**src/rtl/shift_seq_pkg.sv**
```systemverilog
// Shared types and constants for the shift-window sequencer.
// The GAP state exists only when SHIFT_SEQ_GAP_EN is defined.
package shift_seq_pkg;

   localparam int DEF_SIZESRDYN  = 16;
   localparam int DEF_SIZESRSTAT = 88;
   localparam int DEF_GAP_CYCLES = 4;

   localparam logic [1:0] MODE_DYN      = 2'b00;
   localparam logic [1:0] MODE_STAT     = 2'b01;
   localparam logic [1:0] MODE_DYN_STAT = 2'b10;
   localparam logic [1:0] MODE_STAT_DYN = 2'b11;

   typedef enum logic [2:0] {
      ST_IDLE = 3'd0,
      ST_SEG1 = 3'd1,
`ifdef SHIFT_SEQ_GAP_EN
      ST_GAP  = 3'd2,
`endif
      ST_SEG2 = 3'd3,
      ST_DONE = 3'd4
   } state_t;

   function automatic logic first_is_dyn(input logic [1:0] mode);
      return (mode == MODE_DYN) || (mode == MODE_DYN_STAT);
   endfunction

endpackage

```
**src/rtl/seg_counter.sv**
```systemverilog
// Loadable down-counter with a zero flag; stops at zero, load wins over decrement.
module seg_counter #(
   parameter int CNT_W = 7
) (
   input  logic             CLK,
   input  logic             RST_N,
   input  logic             load,
   input  logic [CNT_W-1:0] load_val,
   input  logic             dec,
   output logic [CNT_W-1:0] count,
   output logic             zero
);

   always_ff @(posedge CLK or negedge RST_N) begin
      if (!RST_N) begin
         count <= '0;
      end else if (load) begin
         count <= load_val;
      end else if (dec && (count != '0)) begin
         count <= count - 1'b1;
      end
   end

   assign zero = (count == '0);

endmodule

```
**src/rtl/shift_sequencer.sv**
```systemverilog
// Sequences dynamic/static shift-window selects for a downstream serial generator.
// Define SHIFT_SEQ_GAP_EN to insert GAP_CYCLES idle cycles between segments and frames.
module shift_sequencer
   import shift_seq_pkg::*;
#(
   parameter int SIZESRDYN  = DEF_SIZESRDYN,
   parameter int SIZESRSTAT = DEF_SIZESRSTAT,
   parameter int GAP_CYCLES = DEF_GAP_CYCLES,
   parameter int CNT_W      = 7
) (
   input  logic       CLK,
   input  logic       RST_N,
   input  logic       START,
   input  logic       ABORT,
   input  logic [1:0] MODE,
   input  logic [3:0] REPEAT,
   output logic       SELDYN,
   output logic       SELSTAT,
   output logic       BIT_VALID,
   output logic       BUSY,
   output logic       DONE,
   output logic [3:0] FRAME_CNT
);

   if (SIZESRDYN < 2 || SIZESRDYN > 127 || SIZESRSTAT < 2 || SIZESRSTAT > 127 ||
       GAP_CYCLES < 1 || GAP_CYCLES > 127 || CNT_W < 7) begin : g_param_check
      $error("shift_sequencer: parameter out of range");
   end

   localparam logic [CNT_W-1:0] DYN_LAST  = CNT_W'(SIZESRDYN - 1);
   localparam logic [CNT_W-1:0] STAT_LAST = CNT_W'(SIZESRSTAT - 1);

   state_t           state_q, state_d;
   logic [1:0]       mode_q;
   logic [3:0]       repeat_q;
   logic [3:0]       frame_cnt_q;
   logic             latch_cfg, fc_clr, fc_inc, frame_end;
   logic             bit_load, bit_dec, bit_zero;
   logic [CNT_W-1:0] bit_val, bit_count;
   logic             seg1_dyn, more_frames;
   logic [CNT_W-1:0] seg1_last, seg2_last;
   logic             bit_valid_p1;

   assign seg1_dyn    = first_is_dyn(mode_q);
   assign seg1_last   = seg1_dyn ? DYN_LAST : STAT_LAST;
   assign seg2_last   = seg1_dyn ? STAT_LAST : DYN_LAST;
   // frame_cnt_q still holds the count before the frame now ending
   assign more_frames = (frame_cnt_q != repeat_q);
   assign bit_dec     = (state_q == ST_SEG1) || (state_q == ST_SEG2);

   seg_counter #(.CNT_W(CNT_W)) u_bit_cnt (
      .CLK      (CLK),
      .RST_N    (RST_N),
      .load     (bit_load),
      .load_val (bit_val),
      .dec      (bit_dec),
      .count    (bit_count),
      .zero     (bit_zero)
   );

`ifdef SHIFT_SEQ_GAP_EN
   localparam logic [CNT_W-1:0] GAP_LAST = CNT_W'(GAP_CYCLES - 1);

   logic             gap_load, gap_zero, gap_wr, gap_nxt, gap_to_seg2_q;
   logic [CNT_W-1:0] gap_count;

   seg_counter #(.CNT_W(CNT_W)) u_gap_cnt (
      .CLK      (CLK),
      .RST_N    (RST_N),
      .load     (gap_load),
      .load_val (GAP_LAST),
      .dec      (state_q == ST_GAP),
      .count    (gap_count),
      .zero     (gap_zero)
   );

   // Remembers whether the current gap leads into SEG2 or into the next frame's SEG1
   always_ff @(posedge CLK or negedge RST_N) begin
      if (!RST_N) begin
         gap_to_seg2_q <= 1'b0;
      end else if (gap_wr) begin
         gap_to_seg2_q <= gap_nxt;
      end
   end
`endif

   always_comb begin
      state_d   = state_q;
      latch_cfg = 1'b0;
      fc_clr    = 1'b0;
      fc_inc    = 1'b0;
      frame_end = 1'b0;
      bit_load  = 1'b0;
      bit_val   = seg1_last;
`ifdef SHIFT_SEQ_GAP_EN
      gap_load  = 1'b0;
      gap_wr    = 1'b0;
      gap_nxt   = 1'b0;
`endif
      if ((state_q != ST_IDLE) && ABORT) begin
         state_d = ST_IDLE;
      end else begin
         case (state_q)
            ST_IDLE: begin
               if (START && !ABORT) begin
                  state_d   = ST_SEG1;
                  latch_cfg = 1'b1;
                  fc_clr    = 1'b1;
                  bit_load  = 1'b1;
                  bit_val   = first_is_dyn(MODE) ? DYN_LAST : STAT_LAST;
               end
            end
            ST_SEG1: begin
               if (bit_zero) begin
                  if (mode_q[1]) begin
`ifdef SHIFT_SEQ_GAP_EN
                     state_d  = ST_GAP;
                     gap_load = 1'b1;
                     gap_wr   = 1'b1;
                     gap_nxt  = 1'b1;
`else
                     state_d  = ST_SEG2;
                     bit_load = 1'b1;
                     bit_val  = seg2_last;
`endif
                  end else begin
                     frame_end = 1'b1;
                  end
               end
            end
`ifdef SHIFT_SEQ_GAP_EN
            ST_GAP: begin
               if (gap_zero) begin
                  bit_load = 1'b1;
                  if (gap_to_seg2_q) begin
                     state_d = ST_SEG2;
                     bit_val = seg2_last;
                  end else begin
                     state_d = ST_SEG1;
                     bit_val = seg1_last;
                  end
               end
            end
`endif
            ST_SEG2: begin
               if (bit_zero) begin
                  frame_end = 1'b1;
               end
            end
            ST_DONE: state_d = ST_IDLE;
            default: state_d = ST_IDLE;
         endcase

         if (frame_end) begin
            fc_inc = 1'b1;
            if (more_frames) begin
`ifdef SHIFT_SEQ_GAP_EN
               state_d  = ST_GAP;
               gap_load = 1'b1;
               gap_wr   = 1'b1;
               gap_nxt  = 1'b0;
`else
               state_d  = ST_SEG1;
               bit_load = 1'b1;
               bit_val  = seg1_last;
`endif
            end else begin
               state_d = ST_DONE;
            end
         end
      end
   end

   always_ff @(posedge CLK or negedge RST_N) begin
      if (!RST_N) begin
         state_q     <= ST_IDLE;
         frame_cnt_q <= 4'd0;
      end else begin
         state_q <= state_d;
         if (fc_clr) begin
            frame_cnt_q <= 4'd0;
         end else if (fc_inc) begin
            frame_cnt_q <= frame_cnt_q + 4'd1;
         end
      end
   end

   // Configuration is only consumed while busy, so it needs no reset
   always_ff @(posedge CLK) begin
      if (latch_cfg) begin
         mode_q   <= MODE;
         repeat_q <= REPEAT;
      end
   end

   assign SELDYN  = ((state_q == ST_SEG1) &&  seg1_dyn) || ((state_q == ST_SEG2) && !seg1_dyn);
   assign SELSTAT = ((state_q == ST_SEG1) && !seg1_dyn) || ((state_q == ST_SEG2) &&  seg1_dyn);

   // Stage p1: aligns with the generator's registered serial output
   always_ff @(posedge CLK or negedge RST_N) begin
      if (!RST_N) begin
         bit_valid_p1 <= 1'b0;
      end else begin
         bit_valid_p1 <= SELDYN | SELSTAT;
      end
   end

   assign BIT_VALID = bit_valid_p1;
   assign BUSY      = (state_q != ST_IDLE);
   assign DONE      = (state_q == ST_DONE);
   assign FRAME_CNT = frame_cnt_q;

endmodule

```
**config.mk**
```make
export PLATFORM = sky130hd
export DESIGN_NAME = shift_sequencer
export DESIGN_NICKNAME = d
export VERILOG_FILES = /design/src/rtl/shift_seq_pkg.sv /design/src/rtl/seg_counter.sv /design/src/rtl/shift_sequencer.sv
export SDC_FILE = /design/constraint.sdc
export NUM_CORES = 1
export LEC_CHECK = 0
export CAP_MARGIN = 40
export CORE_UTILIZATION = 52
export CTS_CLUSTER_DIAMETER = 40
export CTS_CLUSTER_SIZE = 28
export DETAILED_ROUTE_END_ITERATION = 8
export PLACE_DENSITY = 0.78
export SYNTH_ARGS = -nofsm -noshare
export SYNTH_HDL_FRONTEND = slang
export SYNTH_SLANG_ARGS = --single-unit
```
**constraint.sdc**
```tcl
create_clock -name CLK -period 2.05 [get_ports CLK]
set_input_delay 0.3075 -clock CLK [delete_from_list [all_inputs] [get_ports CLK]]
set_output_delay 0.3075 -clock CLK [all_outputs]
set_load 0.005 [all_outputs]
```
==> flow_metrics.tcl, run 1 <==
set metrics [dict create \
    path_max_fanout 6 \
    hold_viol 0 \
    clock_latency_ps 310 \
    p_per_area_nw_per_um2 600 \
    diodes 0 \
    numCtsBuffers 3 \
    hold_class "in -> async" \
    cts.sinks 21 \
    final_layout_size_suffix_gt1_share_pct 25.5 \
    synth_top_area_cell "dfrtp_1" \
    fmax_mhz 521 \
    worstPathRequired_ps 2300 \
    antenna_left 0 \
    die_area_um2 2490 \
    finalMaxSlewViolations 0 \
    first_global_vias 863 \
    grt.total_usage_pct 22.0 \
    grt_pass1_wl_um 4020 \
    period_needed_ps 1920 \
    syn_to_final_growth_pct 30.1 \
    peakVddDrop_uv 605 \
    core_um2 2060 \
    die_y_um 49.9 \
    wirelength_um 2440 \
    ys_ff_latch 21 \
    multi_input_area_um2 614 \
    drc 0 \
    hold_buffers 0 \
    rsz0062_at_grt "false" \
    post-route-period-util_pct 93.5 \
    drv_cap 0 \
    synth_top_area_share_pct 31.5 \
    clock-root-buffer "clkbuf_4" \
    drtIter0Drc 25 \
    p_int_mw 0.657 \
    synthesis.nets 119 \
    ys_types 38 \
    worst_pin_slew_ps 662 \
    arrival_ps 2160 \
    grt_overflow 0 \
    swShare_pct 29.5 \
    syn_inst 104 \
    fin_setup_tns_ps 0 \
    setup_viol 0 \
    outcome "completed" \
    cts_tree "built" \
    num-nets-final 157 \
    synth.avg_cell_area_um2 11.5 \
    netlist_area_um2 1190 \
    p_leak_nw 0.693 \
    final_util_pct 75.2 \
    fillers 155 \
    timing.rr.start "u_bit_cnt.count[1]" \
    whs_ps 390 \
    dpl.hpwl_um 1700 \
    fin_worst_skew_ps 5.68 \
    yosys-top-cells-area "dfrtp_1 (31%), edfxtp_1 (15%), ha_1 (5.2%), xnor2_1 (4.4%), nor4b_4 (4.0%)" \
    placed_cells 153 \
    first_pass_iters 4 \
    cts_max_level 1 \
    pwr-share-clk_pct 21.7 \
    critPathLaunchType "register" \
    num_vias 928 \
    num_rows 16 \
    io-pin-count 19 \
    reg2reg_depth 7 \
    seqPwrFrac_pct 55.2 \
    combPwrFrac_pct 23.0 \
    ys_warn_count 0 \
    grt_max_degree 16 \
    initial_utilization_pct 57.8 \
    antenna_found_initial 0 \
    clk_pin_slew_ps 120 \
    endpoint_kind "register" \
    wire_per_inst_um 14.5 \
    routed_via_density 5.52 \
    place.gp.congestion 0.916 \
    port_buffers 18 \
    stdcell_count 168 \
    switchingPower_mw 0.274 \
    ff_latch_area_um2 557 \
    ys_seq_area_share_pct 46.6 \
    die_width_um 49.9 \
    cp-startpoint "u_bit_cnt.count[1]" \
    clockBufferDepth 2 \
    slew_headroom_pct 55.7 \
    critPathKind "reg -> reg" \
]
sequential cells by signal, summed over array words and instances (netlist names):
register,count
repeat_q,4
FRAME_CNT,4
state_q,3
u_bit_cnt.count,7
mode_q,2
BIT_VALID,1
cells by family after synthesis:
logic type / Yosys count / share of synthesized area (%)
compound gates: 17 / 10.5
simple gates: 41 / 25.2
buf+inv: 7 / 2.31
xor+xnor: 9 / 6.61
mux: 4 / 3.57
fa+ha+maj: 5 / 5.25
flops: 21 / 46.6
path summary, 6_finish.rpt:
check,endpoint,slack (ps)
hold / removal,state_q[1],390
setup reg to reg,u_bit_cnt.count[1],130
hold reg to reg,FRAME_CNT[3],600
max in group asynchronous,state_q[1],1200
min in group CLK,repeat_q[2],550
setup / recovery,u_bit_cnt.count[1],130
per-stage QoR:
| step | area, µm² | worst slack [ps] | total power, mW |
|---|---|---|---|
| floorplan | 1190 | 328 | 0.643 |
| global placement | 1440 | 160 | 0.718 |
| detailed placement | 1440 | 131 | 0.727 |
| CTS | 1520 | 14.5 | 0.938 |
| global route | 1550 | 15.2 | 0.991 |
| finish | 1550 | 132 | 0.931 |
cells in the mapped netlist, drive strengths merged:
library cell and n:
dfrtp 15, nor2 12, a21oi 6, edfxtp 6, inv 6, xnor2 6
ha 5, o21ai 5, nand4 4, and2 3, or3 3, xor2 3
a211oi 2, and3 2, mux2 2, mux2i 2, nand2 2, nand2b 2
nand3 2, nor3 2, nor3b 2, nor4b 2, a211o 1, buf 1
nand4b 1, nor2b 1, nor4 1, o211a 1, o221ai 1, o31ai 1
or2b 1, or4b 1
power by group through the flow:
stage	sequential, mW	combinational, mW	clock [mW]
final	0.514	0.214	0.202
after global routing	0.519	0.239	0.233
after CTS	0.514	0.213	0.211
after detailed placement	0.522	0.204	0
after global placement	0.521	0.198	0
after floorplan	0.519	0.125	0
metal layers:
metal,up-vias,wire length [µm],global-route usage [%]
met5,-,0,0
met4,0,29,7.14
met3,5,84,3.70
met2,21,1250,36.9
met1,453,1080,28.6
li1,449,-,-
placed cells by master, fill, tap and decap left out, types with 2 or more instances in the layout:
cell and instances:
o21ai_0 4, buf_4 16, nor2_1 10, nor3_1 2, nand3_1 2, nor4b_4 2, nor3b_1 2, edfxtp_1 6
mux2_2 2, clkdlybuf4s50_1 15, nand2_1 2, nand4_1 3, dfrtp_1 14, a211oi_1 2, or3_1 2, mux2i_1 2
nand2b_1 2, clkbuf_4 3, and2_1 2, ha_1 4, xnor2_1 6, inv_1 6, a21oi_1 6, xor2_1 3
area by class of cell:
| cell class | count | share of cell area, % |
|---|---|---|
| well taps | 27 | 2.18 |
| clock buffers | 3 | 1.45 |
| flip-flops and latches | 21 | 35.9 |
| inverters | 6 | 1.45 |
| clock inverters | 1 | 0.323 |
| repair buffers | 34 | 19.1 |
| multi-input cells | 76 | 39.6 |
worst max-delay path: stages, from the launching register on:
cell	delay (ps)
dfrtp_1	390
inv_1	80
ha_1	210
nor4b_4	130
buf_4	170
a21oi_1	430
mux2_2	390
nand2_1	60
what timing repair did:
item                       4_1_cts  5_1_grt
pin swaps                        2        3
resized for setup                5        3
gates cloned                     0        0
setup endpoints to repair        3        7
setup buffers                    6        5
(Power assumes the default switching activity.)
==> run 2, diff against run 1 <==
Settings changed: RECOVER_POWER set to 100.
==> run 2 against run 1 <==
Critical path depth down 4. Largest cell class unchanged. Worst hold slack improved by 73 ps. Via count shrank 1.9%. Sequential share of layout area up 0.77 points. First-iteration DRC count decreased by 8.0%. Setup slack gained 1.8 ps.
==> flow_metrics.tcl, run 2 (same netlist as run 1, synthesis figures left out) <==
set metrics [dict create \
    outcome "completed" \
    grt_pass1_wl_um 4020 \
    slew_headroom_pct 54.3 \
    numCtsBuffers 3 \
    peakVddDrop_uv 605 \
    clockBufferDepth 2 \
    hold_class "in -> async" \
    initial_utilization_pct 57.8 \
    wire_per_inst_um 14.6 \
    cp-startpoint "state_q[1]" \
    drtIter0Drc 23 \
    fin_total_pwr_mw 0.923 \
    worst_pin_slew_ps 683 \
    rsz0062_at_grt "false" \
    grt_max_degree 16 \
    final_common_cell "dfrtp_1" \
    largest_register_ffs 7 \
    clock-root-buffer "clkbuf_4" \
    wirelength_um 2460 \
    finalMaxSlewViolations 0 \
    period_needed_ps 1920 \
    timing.rr.start "state_q[1]" \
    clock_latency_ps 310 \
    worst_r2r_endpoint "repeat_q[0]" \
    num-nets-final 157 \
    critPathKind "reg -> reg" \
    drv_cap 0 \
    setup_viol 0 \
    clk_pin_slew_ps 130 \
    worstPathRequired_ps 2000 \
    fin_worst_skew_ps 9.06 \
    port_buffers 18 \
    die_area_um2 2490 \
    cts_tree "built" \
    reg2reg_depth 3 \
    reg2reg_setup_slack_ps 130 \
    endpoint_kind "register" \
    antenna_left 0 \
    first_global_vias 863 \
    die_y_um 49.9 \
    fin_setup_tns_ps 0 \
    arrival_ps 1870 \
    grt_overflow 0 \
    final_layout_size_suffix_gt1_share_pct 22.7 \
    place.gp.congestion 0.916 \
    critPathLaunchType "register" \
    grt.total_usage_pct 22.0 \
    diodes 0 \
    mostFrequentLayoutCells "dfrtp_1 (14), dlygate4sd3_1 (13), buf_4 (12), nor2_1 (11)" \
    io-pin-count 19 \
    post-route-period-util_pct 93.4 \
    routed_via_density 5.42 \
    crit_end "repeat_q[0]" \
    cts_max_level 1 \
    path_max_fanout 11 \
    first_pass_iters 4 \
    p_leak_nw 0.679 \
    die_width_um 49.9 \
    p_per_area_nw_per_um2 608 \
    syn_to_final_growth_pct 27.4 \
    cts.sinks 21 \
    num_rows 16 \
    dpl.hpwl_um 1700 \
    drc 0 \
    antenna_found_initial 0 \
    core_um2 2060 \
    fmax_mhz 522 \
    top_register "u_bit_cnt.count" \
    hold_viol 0 \
    num_vias 910 \
]
==> run 2: worst max-delay path, stage by stage, from the launching register on <==
cell,delay (ps)
dfrtp_2,470
or3_4,420
nor2_1,200
clkbuf_1,470
==> run 2: worst min path at each step <==
stage | endpoint | start | depth (start not counted)
floorplan | BIT_VALID | RST_N | 0
global placement | FRAME_CNT[3] | FRAME_CNT[3] | 2
detailed placement | FRAME_CNT[3] | FRAME_CNT[3] | 2
CTS | BIT_VALID | RST_N | 1
global route | u_bit_cnt.count[6] | RST_N | 1
finish | state_q[1] | RST_N | 1
==> run 2: cell type report <==
type,instances,area [µm²]
sequential,21,557
tap,27,33.8
inverter,6,22.5
fill,164,543
clock buffer,3,22.5
multi-input combinational,76,598
timing repair buffer,34,280
clock inverter,1,5.00
==> run 2: per-layer routing <==
metal / wire length, µm / track usage, % / vias to the layer above / share of wire (%)
li1: - / - / 447 / -
met1: 1100 / 28.6 / 441 / 45
met2: 1260 / 36.9 / 20 / 51
met3: 79 / 3.70 / 2 / 3.2
met4: 19 / 7.14 / 0 / 0.77
met5: 0 / 0 / - / 0
==> run 2: per-stage QoR <==
step | cells | utilization [%] | hold slack [ps] | worst slack, ps | area (µm²)
global placement | 153 | 69.8 | 577 | 160 | 1440
detailed placement | 153 | 69.8 | 586 | 131 | 1440
finish | 168 | 73.7 | 464 | 134 | 1520
CTS | 163 | 73.5 | 419 | 14.5 | 1520
global route | 168 | 73.7 | 500 | 15.2 | 1520
floorplan | 104 | - | 11.9 | 328 | 1190
==> run 2: where the power goes <==
| part | total (mW) | switching (mW) | internal (mW) | leakage, nW |
|---|---|---|---|---|
| registers | 0.514 | 0.0418 | 0.472 | 0.242 |
| logic | 0.206 | 0.0994 | 0.106 | 0.419 |
| clock network | 0.204 | 0.131 | 0.0727 | 0.0177 |
==> run 2: timing repair <==
item,4_1_cts,5_1_grt
setup endpoints to repair,3,7
endpoints found under the hold margin,0,0
buffers inserted,6,5
gates resized for setup,5,3
pin swaps,2,3
hold buffers,0,0
==> run 3, diff against run 2 <==
Settings changed: GPL_ROUTABILITY_DRIVEN set to 0, HOLD_SLACK_MARGIN set to 0.12.
==> results of run 3 <==
Final layout, timing and power as in run 2 (identical DEF).
